<file path="config.mk">
export PLATFORM = sky130hd
export DESIGN_NAME = vga_pattern_sequencer
export DESIGN_NICKNAME = d
export VERILOG_FILES = /design/src/rtl/vga_pkg.sv /design/src/rtl/vga_frame_edge.sv /design/src/rtl/vga_pattern_sequencer.sv
export SDC_FILE = /design/constraint.sdc
export NUM_CORES = 1
export LEC_CHECK = 0
export ABC_AREA = 0
export ABC_CLOCK_PERIOD_IN_PS = 3720
export BUFFER_PORTS_ARGS = -buffer_cell sky130_fd_sc_hd__buf_2
export CORE_MARGIN = 1.5
export CORE_UTILIZATION = 30
export CTS_BUF_LIST = sky130_fd_sc_hd__clkbuf_2
export DETAILED_ROUTE_END_ITERATION = 16
export SETUP_SLACK_MARGIN = 0.4
export SYNTH_ARGS = -nofsm -noshare
export SYNTH_HDL_FRONTEND = slang
export SYNTH_HIERARCHICAL = 1
export SYNTH_SLANG_ARGS = --single-unit
</file>
<file path="constraint.sdc">
create_clock -name i_Clk -period 3.72 [get_ports i_Clk]
set_clock_uncertainty 0.1 [all_clocks]
set_input_delay 0.744 -clock i_Clk [delete_from_list [all_inputs] [get_ports i_Clk]]
set_output_delay 0.744 -clock i_Clk [all_outputs]
set_load 0.005 [all_outputs]
</file>
<file path="src/rtl/vga_pkg.sv">
// Shared VGA definitions: pattern codes, sequencer state encoding and
// the wrap-around pattern stepping helper.
package vga_pkg;

  localparam logic [3:0] PAT_OFF    = 4'd0;
  localparam logic [3:0] PAT_RED    = 4'd1;
  localparam logic [3:0] PAT_GRN    = 4'd2;
  localparam logic [3:0] PAT_BLU    = 4'd3;
  localparam logic [3:0] PAT_CHECK  = 4'd4;
  localparam logic [3:0] PAT_BARS   = 4'd5;
  localparam logic [3:0] PAT_BORDER = 4'd6;

  localparam int NUM_PATTERNS_DEFAULT = 7;

  localparam logic [1:0] S_OFF    = 2'd0;
  localparam logic [1:0] S_AUTO   = 2'd1;
  localparam logic [1:0] S_MANUAL = 2'd2;
  localparam logic [1:0] S_BLANK  = 2'd3;

  // Steps within 1..num-1; code 0 (off) is never produced.
  function automatic logic [3:0] step_pattern(input logic [3:0] pat,
                                              input logic       fwd,
                                              input int         num);
    logic [3:0] last;
    last = 4'(num - 1);
    if (fwd) return (pat >= last) ? PAT_RED : pat + 4'd1;
    else     return (pat <= PAT_RED) ? last : pat - 4'd1;
  endfunction

endpackage

</file>
<file path="src/rtl/vga_frame_edge.sv">
// Frame boundary detector: registers VSync and pulses frame_start the cycle
// after each rising edge (VSync high = active rows).
module vga_frame_edge (
  input  logic clk,
  input  logic rst,
  input  logic vsync,
  output logic frame_edge,
  output logic frame_start
);

  logic vsync_p0;

  assign frame_edge = vsync & ~vsync_p0;

  // Loading 1 on reset suppresses a false edge when reset releases mid-frame.
  always_ff @(posedge clk) begin
    if (rst) begin
      vsync_p0    <= 1'b1;
      frame_start <= 1'b0;
    end else begin
      vsync_p0    <= vsync;
      frame_start <= frame_edge;
    end
  end

endmodule

</file>
<file path="src/rtl/vga_pattern_sequencer.sv">
// Frame-synchronous pattern select for the VGA test pattern generator.
// Optional build macro VGA_SEQ_BLANK_EN inserts one blank frame per change.
module vga_pattern_sequencer
  import vga_pkg::*;
#(
  parameter int NUM_PATTERNS       = NUM_PATTERNS_DEFAULT,
  parameter int FRAMES_PER_PATTERN = 120,
  parameter int FRAME_CNT_WIDTH    = 8
) (
  input  logic                       i_Clk,
  input  logic                       i_Rst,
  input  logic                       i_VSync,
  input  logic                       i_Enable,
  input  logic                       i_Auto,
  input  logic                       i_Next,
  input  logic                       i_Prev,
  output logic [3:0]                 o_Pattern,
  output logic                       o_Frame_Start,
  output logic [FRAME_CNT_WIDTH-1:0] o_Frame_Count
);

  localparam logic [FRAME_CNT_WIDTH-1:0] COUNT_LAST =
    FRAME_CNT_WIDTH'(FRAMES_PER_PATTERN - 1);

  logic                       frame_edge;
  logic [1:0]                 state, state_nxt, mode_nxt;
  logic [3:0]                 pattern_nxt, target, stepped;
  logic [FRAME_CNT_WIDTH-1:0] count_nxt;
  logic                       pend_vld, pend_fwd, req;
`ifdef VGA_SEQ_BLANK_EN
  logic [3:0]                 held, held_nxt;
`endif

  vga_frame_edge u_frame_edge (
    .clk         (i_Clk),
    .rst         (i_Rst),
    .vsync       (i_VSync),
    .frame_edge  (frame_edge),
    .frame_start (o_Frame_Start)
  );

  assign req      = i_Next ^ i_Prev;
  assign stepped  = step_pattern(o_Pattern, pend_fwd, NUM_PATTERNS);
  assign mode_nxt = i_Auto ? S_AUTO : S_MANUAL;

  always_comb begin
    state_nxt   = state;
    pattern_nxt = o_Pattern;
    count_nxt   = o_Frame_Count;
    target      = o_Pattern;
`ifdef VGA_SEQ_BLANK_EN
    held_nxt    = held;
`endif
    case (state)
      S_OFF: begin
        if (i_Enable) begin
          state_nxt   = mode_nxt;
          pattern_nxt = PAT_RED;
          count_nxt   = '0;
        end
      end
      S_AUTO, S_MANUAL: begin
        if (!i_Enable) begin
          state_nxt   = S_OFF;
          pattern_nxt = PAT_OFF;
          count_nxt   = '0;
        end else begin
          state_nxt = mode_nxt;
          if (mode_nxt != state) begin
            count_nxt = '0;
            if (pend_vld) target = stepped;
          end else if (state == S_AUTO) begin
            if (pend_vld) begin
              target    = stepped;
              count_nxt = '0;
            end else if (o_Frame_Count == COUNT_LAST) begin
              target    = step_pattern(o_Pattern, 1'b1, NUM_PATTERNS);
              count_nxt = '0;
            end else begin
              count_nxt = o_Frame_Count + 1'b1;
            end
          end else begin
            if (pend_vld) target = stepped;
            if (o_Frame_Count != '1) count_nxt = o_Frame_Count + 1'b1;
          end
`ifdef VGA_SEQ_BLANK_EN
          if (target != o_Pattern) begin
            state_nxt   = S_BLANK;
            pattern_nxt = PAT_OFF;
            held_nxt    = target;
            count_nxt   = '0;
          end
`else
          pattern_nxt = target;
`endif
        end
      end
`ifdef VGA_SEQ_BLANK_EN
      S_BLANK: begin
        count_nxt = '0;
        if (!i_Enable) begin
          state_nxt   = S_OFF;
          pattern_nxt = PAT_OFF;
        end else begin
          state_nxt   = mode_nxt;
          pattern_nxt = held;
        end
      end
`endif
      default: begin
        state_nxt   = S_OFF;
        pattern_nxt = PAT_OFF;
        count_nxt   = '0;
      end
    endcase
  end

  // A request in the edge cycle survives the boundary; blank frames keep theirs.
  always_ff @(posedge i_Clk) begin
    if (i_Rst) begin
      state         <= S_OFF;
      o_Pattern     <= PAT_OFF;
      o_Frame_Count <= '0;
      pend_vld      <= 1'b0;
      pend_fwd      <= 1'b0;
`ifdef VGA_SEQ_BLANK_EN
      held          <= PAT_OFF;
`endif
    end else begin
      if (req) begin
        pend_vld <= 1'b1;
        pend_fwd <= i_Next;
      end else if (frame_edge && state != S_BLANK) begin
        pend_vld <= 1'b0;
      end
      if (frame_edge) begin
        state         <= state_nxt;
        o_Pattern     <= pattern_nxt;
        o_Frame_Count <= count_nxt;
`ifdef VGA_SEQ_BLANK_EN
        held          <= held_nxt;
`endif
      end
    end
  end

endmodule

</file>
==> run summary, run 1 <==
dominant cell type by area after synthesis = dfxtp_1
critical-path cell list = ha_1, or4bb_1, nand3_1, a221oi_1, o2111ai_1, nand3_1
fin nets = 180
Iter 0 DRT Violations = 44
slew margin rel. = 73.9%
vias in the first global route = 1182
footprint of the multi-input gates = 772 µm²
CP Buf/Inv Count = 0
number of remaining DRC errors = 0
Setup CP Type = reg2reg
most frequent CP cell = nand3_1
post-CTS sizing = 0
insertion delay to the later sink of the worst-skew pair = 0.30 ns
Top Ports = 20
synth top area cells = dfxtp_1 (30%), ha_1 (8.4%), a21oi_1 (5.9%), inv_1 (4.1%), nand3_1 (3.3%)
LEAKAGE = 0.518 nW
final hold vios = 0
CTS HTree Levels = 1
share of layout cells above drive strength 1 = 17.7%
Synth top cells by count = dfxtp_1 (18), a21oi_1 (14), inv_1 (13)
width of the die = 66.1 µm
n_diodes = 0
Crit path arrival time = 2.32 ns
Placer Congestion = 0.888
ys flop type = dfxtp_1
Worst R2R Path Depth = 6
Area Overhead vs Synth = 13.3%
grt ovf = 0
CTS tree = built
flops & latches, synth = 18
Initial Util = 32.0%
Sequential Area = 360 µm²
Req. time, crit path = 3.84 ns
IO Port Bufs = 19
final core occ = 36.2%
root buf cell = clkbuf_2
Routed WL = 2.81 mm
minimum clock period = 2.21 ns
unrepaired setup endpoints after global routing = false
row cnt = 22
clock-pin slew on the worst setup and hold paths = 0.18 ns
Post-synth EDFFs = 0
syn nets = 158
crit path max fanout = 8
Final Max Slew Viols = 0
Final WS setup = 1.51 ns
post-DR wirelength/cell = 13.2 µm
outcome = complete, no violations
half-perimeter wire length after placement = 2.18 mm
Max-Cap Viols = 0
pre-CTS WS = 1.37 ns
VDD IR-drop max = 153 µV
top layer in use = met4
fill count = 411
share of the synthesized area in the top cell type = 30.1%
Setup crit end kind = flop
Critical-path top delay cell = or4bb_1
Die Area = 4380 µm²
Die Y = 66.1 µm
sequential share of the synthesized area = 30.1%
hold crit path type = reg2reg
Yosys warning count = 6
routed length on met2 = 1.40 mm
clk buf depth = 2
r2r setup slk = 1.51 ns
Crit path max-delay family = simple AND/OR/NAND/NOR gates
cts hold-fix bufs = 0
post-route ant nets = 0
total negative slack = 0 ns
Post-CTS Setup Bufs = 0
asr flop ratio synth = 0%
initial antenna violation count = 0
largest net degree at the start of global routing = 19
Pwr per Cell Area = 241 nW/µm²
crit-path max cell delay = 0.57 ns
Metal-1 WL = 1.19 mm
total number of vias = 1156
met3 WL = 171 µm
synthesized area per cell = 8.36 µm²
Max Fclk = 453 MHz
Tcrit/Tclk final = 59.3%
Post-Syn Area = 1200 µm²
Yosys cell types = 47
Vias/cell = 5.45
Critical Path Stages = 6
first-pass GRT wire length = 5.10 mm
CORE AREA = 3740 µm²
total CTS buffers = 3
cell with the most instances after synthesis = dfxtp_1
Least-Margin Pin Slew = 0.392 ns
Setup crit start kind = flop
total track usage = 14.9%
Mapped Cells = 143
Setup Viol. Count Final = 0
first drt pass iteration count = 4
WHS Path Cells = 1
CTS Sinks = 18
placed cells by master, fill, tap and decap left out, types with 2 or more instances in the layout:
master and count:
ha_1 8, buf_2 19, nor2_1 6, dfxtp_1 18, a21oi_1 14, and3_1 3, nand2_1 8, nand3b_1 2
o21ai_0 3, nand2b_1 6, nor3b_2 2, a211oi_1 2, clkbuf_2 3, a31oi_1 3, or3b_1 2, o32ai_1 3
inv_1 13, o2111ai_1 3, nand4_1 3, or2_2 2, nor3_1 5, nor2b_1 2, xnor2_1 2, nand3_1 8
per-layer routing:
metal / track usage, % / up-vias
met5: 0 / -
met4: 4.85 / 0
met3: 4.09 / 5
met2: 25.3 / 32
met1: 18.0 / 539
li1: - / 580
sequential cells by signal, indices dropped and copies added, names as in the netlist:
name / cells
state: 2
o_Frame_Count: 8
pend_vld: 1
pend_fwd: 1
o_Pattern: 4
u_frame_edge/frame_start: 1
u_frame_edge/vsync_p0: 1
path summary, 6_finish.rpt:
kind | endpoint | startpoint
max | o_Pattern[2] | state[0]
max reg2reg | o_Pattern[2] | state[0]
min | u_frame_edge/frame_start | u_frame_edge/vsync_p0
min reg2reg | u_frame_edge/frame_start | u_frame_edge/vsync_p0
report_power, final:
| part | internal, W | total (W) | switching [W] |
|---|---|---|---|
| combinational | 0.0000154 | 0.0000383 | 0.0000229 |
| sequential | 0.000197 | 0.000201 | 0.00000460 |
| clock | 0.0000234 | 0.0000867 | 0.0000633 |
| total | 0.000235 | 0.000326 | 0.0000908 |
metrics by stage:
stage | hold WS (ns) | area, µm² | total power (W) | std cells
2_1_floorplan | 0.309 | 1200 | 0.000230 | 143
3_3_place_gp | 0.331 | 1340 | 0.000242 | 208
3_5_place_dp | 0.333 | 1340 | 0.000244 | 208
4_1_cts | 0.361 | 1360 | 0.000331 | 212
5_1_grt | 0.387 | 1360 | 0.000341 | 212
6_report | 0.352 | 1360 | 0.000326 | 212
kinds of logic after synthesis:
family	share of synthesized area [%]
XOR/XNOR	1.46
adder cells (fa/ha/maj)	8.37
AO/OA/AOI/OAI	26.6
buffers and inverters	5.33
flip-flops	30.1
AND/OR/NAND/NOR	28.1
cell type report:
type,count,share of cell area [%]
multi-input cells,110,57.0
clock inverters,1,0.277
flip-flops and latches,18,26.6
well taps,48,4.43
inverters,13,3.60
repair buffers,19,7.02
clock buffers,3,1.11
(Power assumes the default switching activity.)
==> run 2: changes to the inputs <==
- ABC_CLOCK_PERIOD_IN_PS: 3720 -> 1900
- clock period: 3.72 -> 1.9 ns (I/O delays scaled with it)
==> run 2 against run 1 <==
  * Global-route usage fell by 0.20 points
  * Non-clock buffer count is 20 higher
  * Sequential power is 93% higher
  * Sequential cell count is the same
  * Critical path depth up 1
  * Cell area grew 31%
  * Power is 110% higher
  * Critical path type unchanged
  * Worst setup slack worse by 1.4 ns
==> run summary, run 2 (synthesis results as in run 1) <==
total track usage = 14.7% (-0.20 points)
clock-pin slew on the worst setup and hold paths = 0.18 ns (about the same)
post-route insts no fill = 233 (+9.9%)
root buf cell = clkbuf_2
critical-path cell list = inv_4, ha_2, o21a_1, nor2_2, a21oi_1, a221o_1, a211oi_1
Setup CP Type = reg2reg
VDD IR-drop max = 223 µV (+45%)
max FFs per register = 8 (unchanged)
final hold vios = 0 (unchanged)
Initial Util = 32.0% (unchanged)
half-perimeter wire length after placement = 2.24 mm (+3.0%)
CTS Sinks = 18 (unchanged)
Die Area = 4380 µm² (unchanged)
most frequent cells in the layout = buf_2 (19), buf_4 (18), a21oi_1 (12)
Sequential Area = 388 µm² (+7.6%)
width of the die = 66.1 µm (unchanged)
Setup crit start kind = flop
fill count = 379 (-7.8%)
total number of vias = 1247 (+7.9%)
Top Ports = 20 (unchanged)
Max Fclk = 570 MHz (+26%)
post-DR wirelength/cell = 13.7 µm (+3.4%)
grt ovf = 0 (unchanged)
Placer Congestion = 0.758 (-15%)
LEAKAGE = 0.676 nW (+31%)
IO Port Bufs = 19 (unchanged)
post-route ant nets = 0 (unchanged)
Setup Viol. Count Final = 0 (unchanged)
fin nets = 201 (+12%)
Post-DP Area = 1500 µm² (+12%)
first drt pass iteration count = 4 (unchanged)
crit path max fanout = 4 (-4)
commonest non-fill, non-tap cell in the layout = buf_2
unrepaired setup endpoints after global routing = true
CTS HTree Levels = 1 (unchanged)
first-pass GRT wire length = 5.04 mm (-1.2%)
initial antenna violation count = 0 (unchanged)
share of layout cells above drive strength 1 = 48.6% (+31 points)
total CTS buffers = 3 (unchanged)
Hold WS = 0.165 ns (-0.188 ns)
Routed WL = 3.19 mm (+14%)
Iter 0 DRT Violations = 38 (-14%)
Pwr per Cell Area = 378 nW/µm² (+57%)
total placed cells including tap cells = 213 (+2.4%)
Least-Margin Pin Slew = 0.396 ns (+0.00361 ns)
Tcrit/Tclk final = 92.3% (+33 points)
Max-Cap Viols = 0 (unchanged)
total negative slack = 0 ns (unchanged)
n_diodes = 0 (unchanged)
Final Max Slew Viols = 0 (unchanged)
vias in the first global route = 1154 (-2.4%)
outcome = complete, no violations
Setup crit end kind = flop
CTS tree = built
insertion delay to the later sink of the worst-skew pair = 0.31 ns (about the same)
Die Y = 66.1 µm (unchanged)
Vias/cell = 5.35 (-1.9%)
Critical-path top delay cell = dfxtp_4
largest net degree at the start of global routing = 18 (-1)
Crit path arrival time = 1.89 ns (-0.43 ns)
Top Registers = o_Frame_Count (8), o_Pattern (4), state (2)
Layout Cell Area excl Fill = 1770 µm² (+31%)
cts hold-fix bufs = 0 (unchanged)
hold crit path type = in2reg
number of remaining DRC errors = 0 (unchanged)
clk buf depth = 2 (unchanged)
crit-path max cell delay = 0.41 ns (-0.16 ns)
Pwr Total = 0.000670 W (+110%)
footprint of the multi-input gates = 998 µm² (+29%)
row cnt = 22 (unchanged)
CORE AREA = 3740 µm² (unchanged)
Largest Register = o_Frame_Count
minimum clock period = 1.75 ns (-0.452 ns)
Area Overhead vs Synth = 48.1%
slew margin rel. = 73.6% (-0.28 points)
Req. time, crit path = 2.04 ns (-1.80 ns)
==> run 2: cell types whose count changed in the layout (fill, tap and decap cells not counted), sizes merged <==
| cell | before | now |
|---|---|---|
| o21bai | 1 | 2 |
| buf | 19 | 39 |
==> run 2: power breakdown <==
group | internal [W] | switching (W)
logic | 0.0000521 | 0.0000599
clock network | 0.0000457 | 0.000125
registers | 0.000378 | 0.00000991
==> run 2: worst max-delay path, delay by kind of cell (launching register included) <==
family | cells | cell delay [ns]
fa+ha+maj | 1 | 0.20
buf+inv | 1 | 0.05
flops | 1 | 0.41
simple gates | 1 | 0.12
compound gates | 4 | 0.80
==> run 2: stage by stage <==
| stage | setup slack (ns) | util [%] |
|---|---|---|
| after floorplan | 0.218 | - |
| after global placement | 0.0905 | 40.0 |
| after global routing | 0.0771 | 47.3 |
| after CTS | 0.159 | 44.3 |
| final | 0.146 | 47.3 |
| after detailed placement | 0.00542 | 40.0 |
==> run 2: path summary, 6_finish.rpt <==
kind | endpoint | cells past startpoint | from | slack, ns
worst max-delay path | o_Pattern[1] | 7 | o_Pattern[0] | 0.15
worst min-delay path | u_frame_edge/vsync_p0 | 2 | i_VSync | 0.16
worst min register to register | u_frame_edge/frame_start | 1 | u_frame_edge/vsync_p0 | 0.37
worst max register to register | o_Pattern[1] | 7 | o_Pattern[0] | 0.15
==> run 2: layout make-up <==
class | count | area share [%]
tap | 48 | 3.39
sequential | 18 | 21.9
multi-input combinational | 111 | 56.4
clock buffer | 3 | 0.847
timing repair buffer | 39 | 14.3
inverter | 13 | 3.04
clock inverter | 1 | 0.212
==> run 2: metal layers <==
layer / wire length (µm) / GRT usage, % / vias to the layer above
met1: 1450 / 17.9 / 604
met4: 38 / 6.63 / 0
met5: 0 / 0 / -
met3: 77 / 2.04 / 4
li1: - / - / 619
met2: 1620 / 25.3 / 20
==> run 2: what timing repair did <==
action                                  in CTS  in global routing
cloned                                       1                  0
gates resized for setup                     11                 20
buffers inserted                            12                  3
pin swaps                                   10                 17
endpoints found under the setup margin      13                 15
==> run 3: changes to the inputs <==
- ABC_AREA: 0 -> unset
- CELL_PAD_IN_SITES_DETAIL_PLACEMENT: unset -> 1
- CELL_PAD_IN_SITES_GLOBAL_PLACEMENT: unset -> 2
- PLACE_DENSITY_LB_ADDON: unset -> 0.1
==> run 3 against run 2 <==
  * Global-route usage is 2.5 points higher
  * Clock power grew 6%
  * Routed wire length increased by 11%
  * Die area did not move
  * Power is 1.5% higher
  * Sequential power about the same
  * Combinational power hardly changed
  * Hold slack improved by 0.0011 ns
  * Critical path type unchanged
  * Highest routed layer unchanged
==> run summary, run 3 (synthesis results as in run 1) <==
first-pass GRT wire length = 5.73 mm (+14%)
LEAKAGE = 0.672 nW (-0.55%)
n_diodes = 0 (unchanged)
total number of vias = 1242 (-0.40%)
hold crit path type = in2reg
fin nets = 198 (-1.5%)
total placed cells including tap cells = 214 (+0.47%)
Max-Cap Viols = 0 (unchanged)
Setup crit end kind = flop
CP Buf/Inv Count = 1 (unchanged)
Critical-path top delay cell = dfxtp_2
unrepaired setup endpoints after global routing = true
share of layout cells above drive strength 1 = 48.4% (-0.30 points)
Top Ports = 20 (unchanged)
post-route insts no fill = 230 (-1.3%)
Crit path max-delay family = compound AO/OA/AOI/OAI gates
Area Overhead vs Synth = 44.2%
post-DR wirelength/cell = 15.4 µm (+12%)
crit path max fanout = 5 (+1)
Hold WS = 0.166 ns (+0.00106 ns)
Setup Viol. Count Final = 0 (unchanged)
VDD IR-drop max = 229 µV (+3.0%)
vias in the first global route = 1216 (+5.4%)
final hold vios = 0 (unchanged)
CORE AREA = 3740 µm² (unchanged)
Routed WL = 3.54 mm (+11%)
Die Y = 66.1 µm (unchanged)
Die Area = 4380 µm² (unchanged)
clock-pin slew on the worst setup and hold paths = 0.18 ns (about the same)
Crit path arrival time = 1.88 ns (about the same)
grt ovf = 0 (unchanged)
footprint of the multi-input gates = 962 µm² (-3.6%)
CTS Sinks = 18 (unchanged)
Initial Util = 32.0% (unchanged)
Req. time, crit path = 2.01 ns (-0.03 ns)
Setup CP Type = reg2reg
Least-Margin Pin Slew = 0.347 ns (-0.0488 ns)
half-perimeter wire length after placement = 2.61 mm (+17%)
crit-path max cell delay = 0.38 ns (-0.03 ns)
total CTS buffers = 3 (unchanged)
total track usage = 17.1% (+2.5 points)
outcome = complete, no violations
width of the die = 66.1 µm (unchanged)
CTS tree = built
most frequent cells in the layout = buf_2 (19), buf_4 (17), inv_1 (10), a21oi_1 (10)
row cnt = 22 (unchanged)
insertion delay to the later sink of the worst-skew pair = 0.31 ns (about the same)
Placer Congestion = 0.782 (+3.2%)
Setup crit start kind = flop
Tcrit/Tclk final = 93.1% (+0.81 points)
IO Port Bufs = 19 (unchanged)
minimum clock period = 1.77 ns (+0.0154 ns)
Sequential Area = 390 µm² (+0.65%)
largest net degree at the start of global routing = 18 (unchanged)
root buf cell = clkbuf_2
Iter 0 DRT Violations = 53 (+39%)
CTS HTree Levels = 1 (unchanged)
clk buf depth = 2 (unchanged)
slew margin rel. = 76.8% (+3.3 points)
commonest non-fill, non-tap cell in the layout = buf_2
Top Registers = o_Frame_Count (8), o_Pattern (4), state (2)
Max Fclk = 565 MHz (-0.87%)
Largest Register = o_Frame_Count
post-route ant nets = 0 (unchanged)
max FFs per register = 8 (unchanged)
critical-path cell list = and3_1, a41o_1, a21oi_4, buf_4, a21oi_1, o32ai_1
cts hold-fix bufs = 0 (unchanged)
Vias/cell = 5.40 (+0.90%)
first drt pass iteration count = 4 (unchanged)
Final WS setup = 0.131 ns (-0.0154 ns)
pre-CTS WS = -0.00717 ns (-0.0126 ns)
initial antenna violation count = 0 (unchanged)
number of remaining DRC errors = 0 (unchanged)
Final Max Slew Viols = 0 (unchanged)
Pwr per Cell Area = 394 nW/µm² (+4.2%)
fill count = 455 (+20%)
[run 3: cell types whose count changed in the layout (fill, tap and decap cells not counted), sizes merged]
cell and change:
buf -2, clkbuf +1, clkinv -1, o21bai -1
[run 3: final timing paths]
kind	start	endpoint	slack (ns)	cells after the start
max	o_Frame_Count[5]	o_Frame_Count[5]	0.13	6
min	i_VSync	u_frame_edge/vsync_p0	0.17	2
max reg2reg	o_Frame_Count[5]	o_Frame_Count[5]	0.13	6
min reg2reg	u_frame_edge/vsync_p0	u_frame_edge/frame_start	0.38	1
[run 3: worst reg2reg max path, stage by stage (launching register included)]
cell and delay, ns:
dfxtp_2 0.38, and3_1 0.22, a41o_1 0.30, a21oi_4 0.20
buf_4 0.16, a21oi_1 0.07, o32ai_1 0.26
[run 3: where the power goes]
part | internal (W) | switching [W]
registers | 0.000378 | 0.00000965
logic | 0.0000511 | 0.0000607
clock network | 0.0000558 | 0.000125
[run 3: area by class of cell]
cell class                 instances  share of cell area [%]
clock buffer                       4                    1.16
tap                               48                    3.48
sequential                        18                    22.6
timing repair buffer              37                    13.6
multi-input combinational        110                    55.8
inverter                          13                    3.41
[run 3: through the flow]
stage	total power (W)	instance area [µm²]	utilization, %	setup TNS (ns)
after floorplan	0.000458	1320	-	0
after global placement	0.000490	1500	40.2	0
after detailed placement	0.000493	1500	40.2	-0.00717
after CTS	0.000677	1610	43.0	0
after global routing	0.000718	1730	46.1	0
final	0.000680	1730	46.1	0
[run 3: per-layer routing]
metal / up-vias / global-route usage [%] / share of wire (%)
met4: 0 / 5.36 / 1.1
met2: 24 / 27.3 / 48
met1: 602 / 22.8 / 48
li1: 612 / - / -
met3: 4 / 3.92 / 3.1
met5: - / 0 / 0
[run 3: repair_timing]
item | CTS | global route
setup endpoints to repair | 13 | 17
setup buffers | 8 | 4
pin swaps | 8 | 9
gates resized for setup | 8 | 20
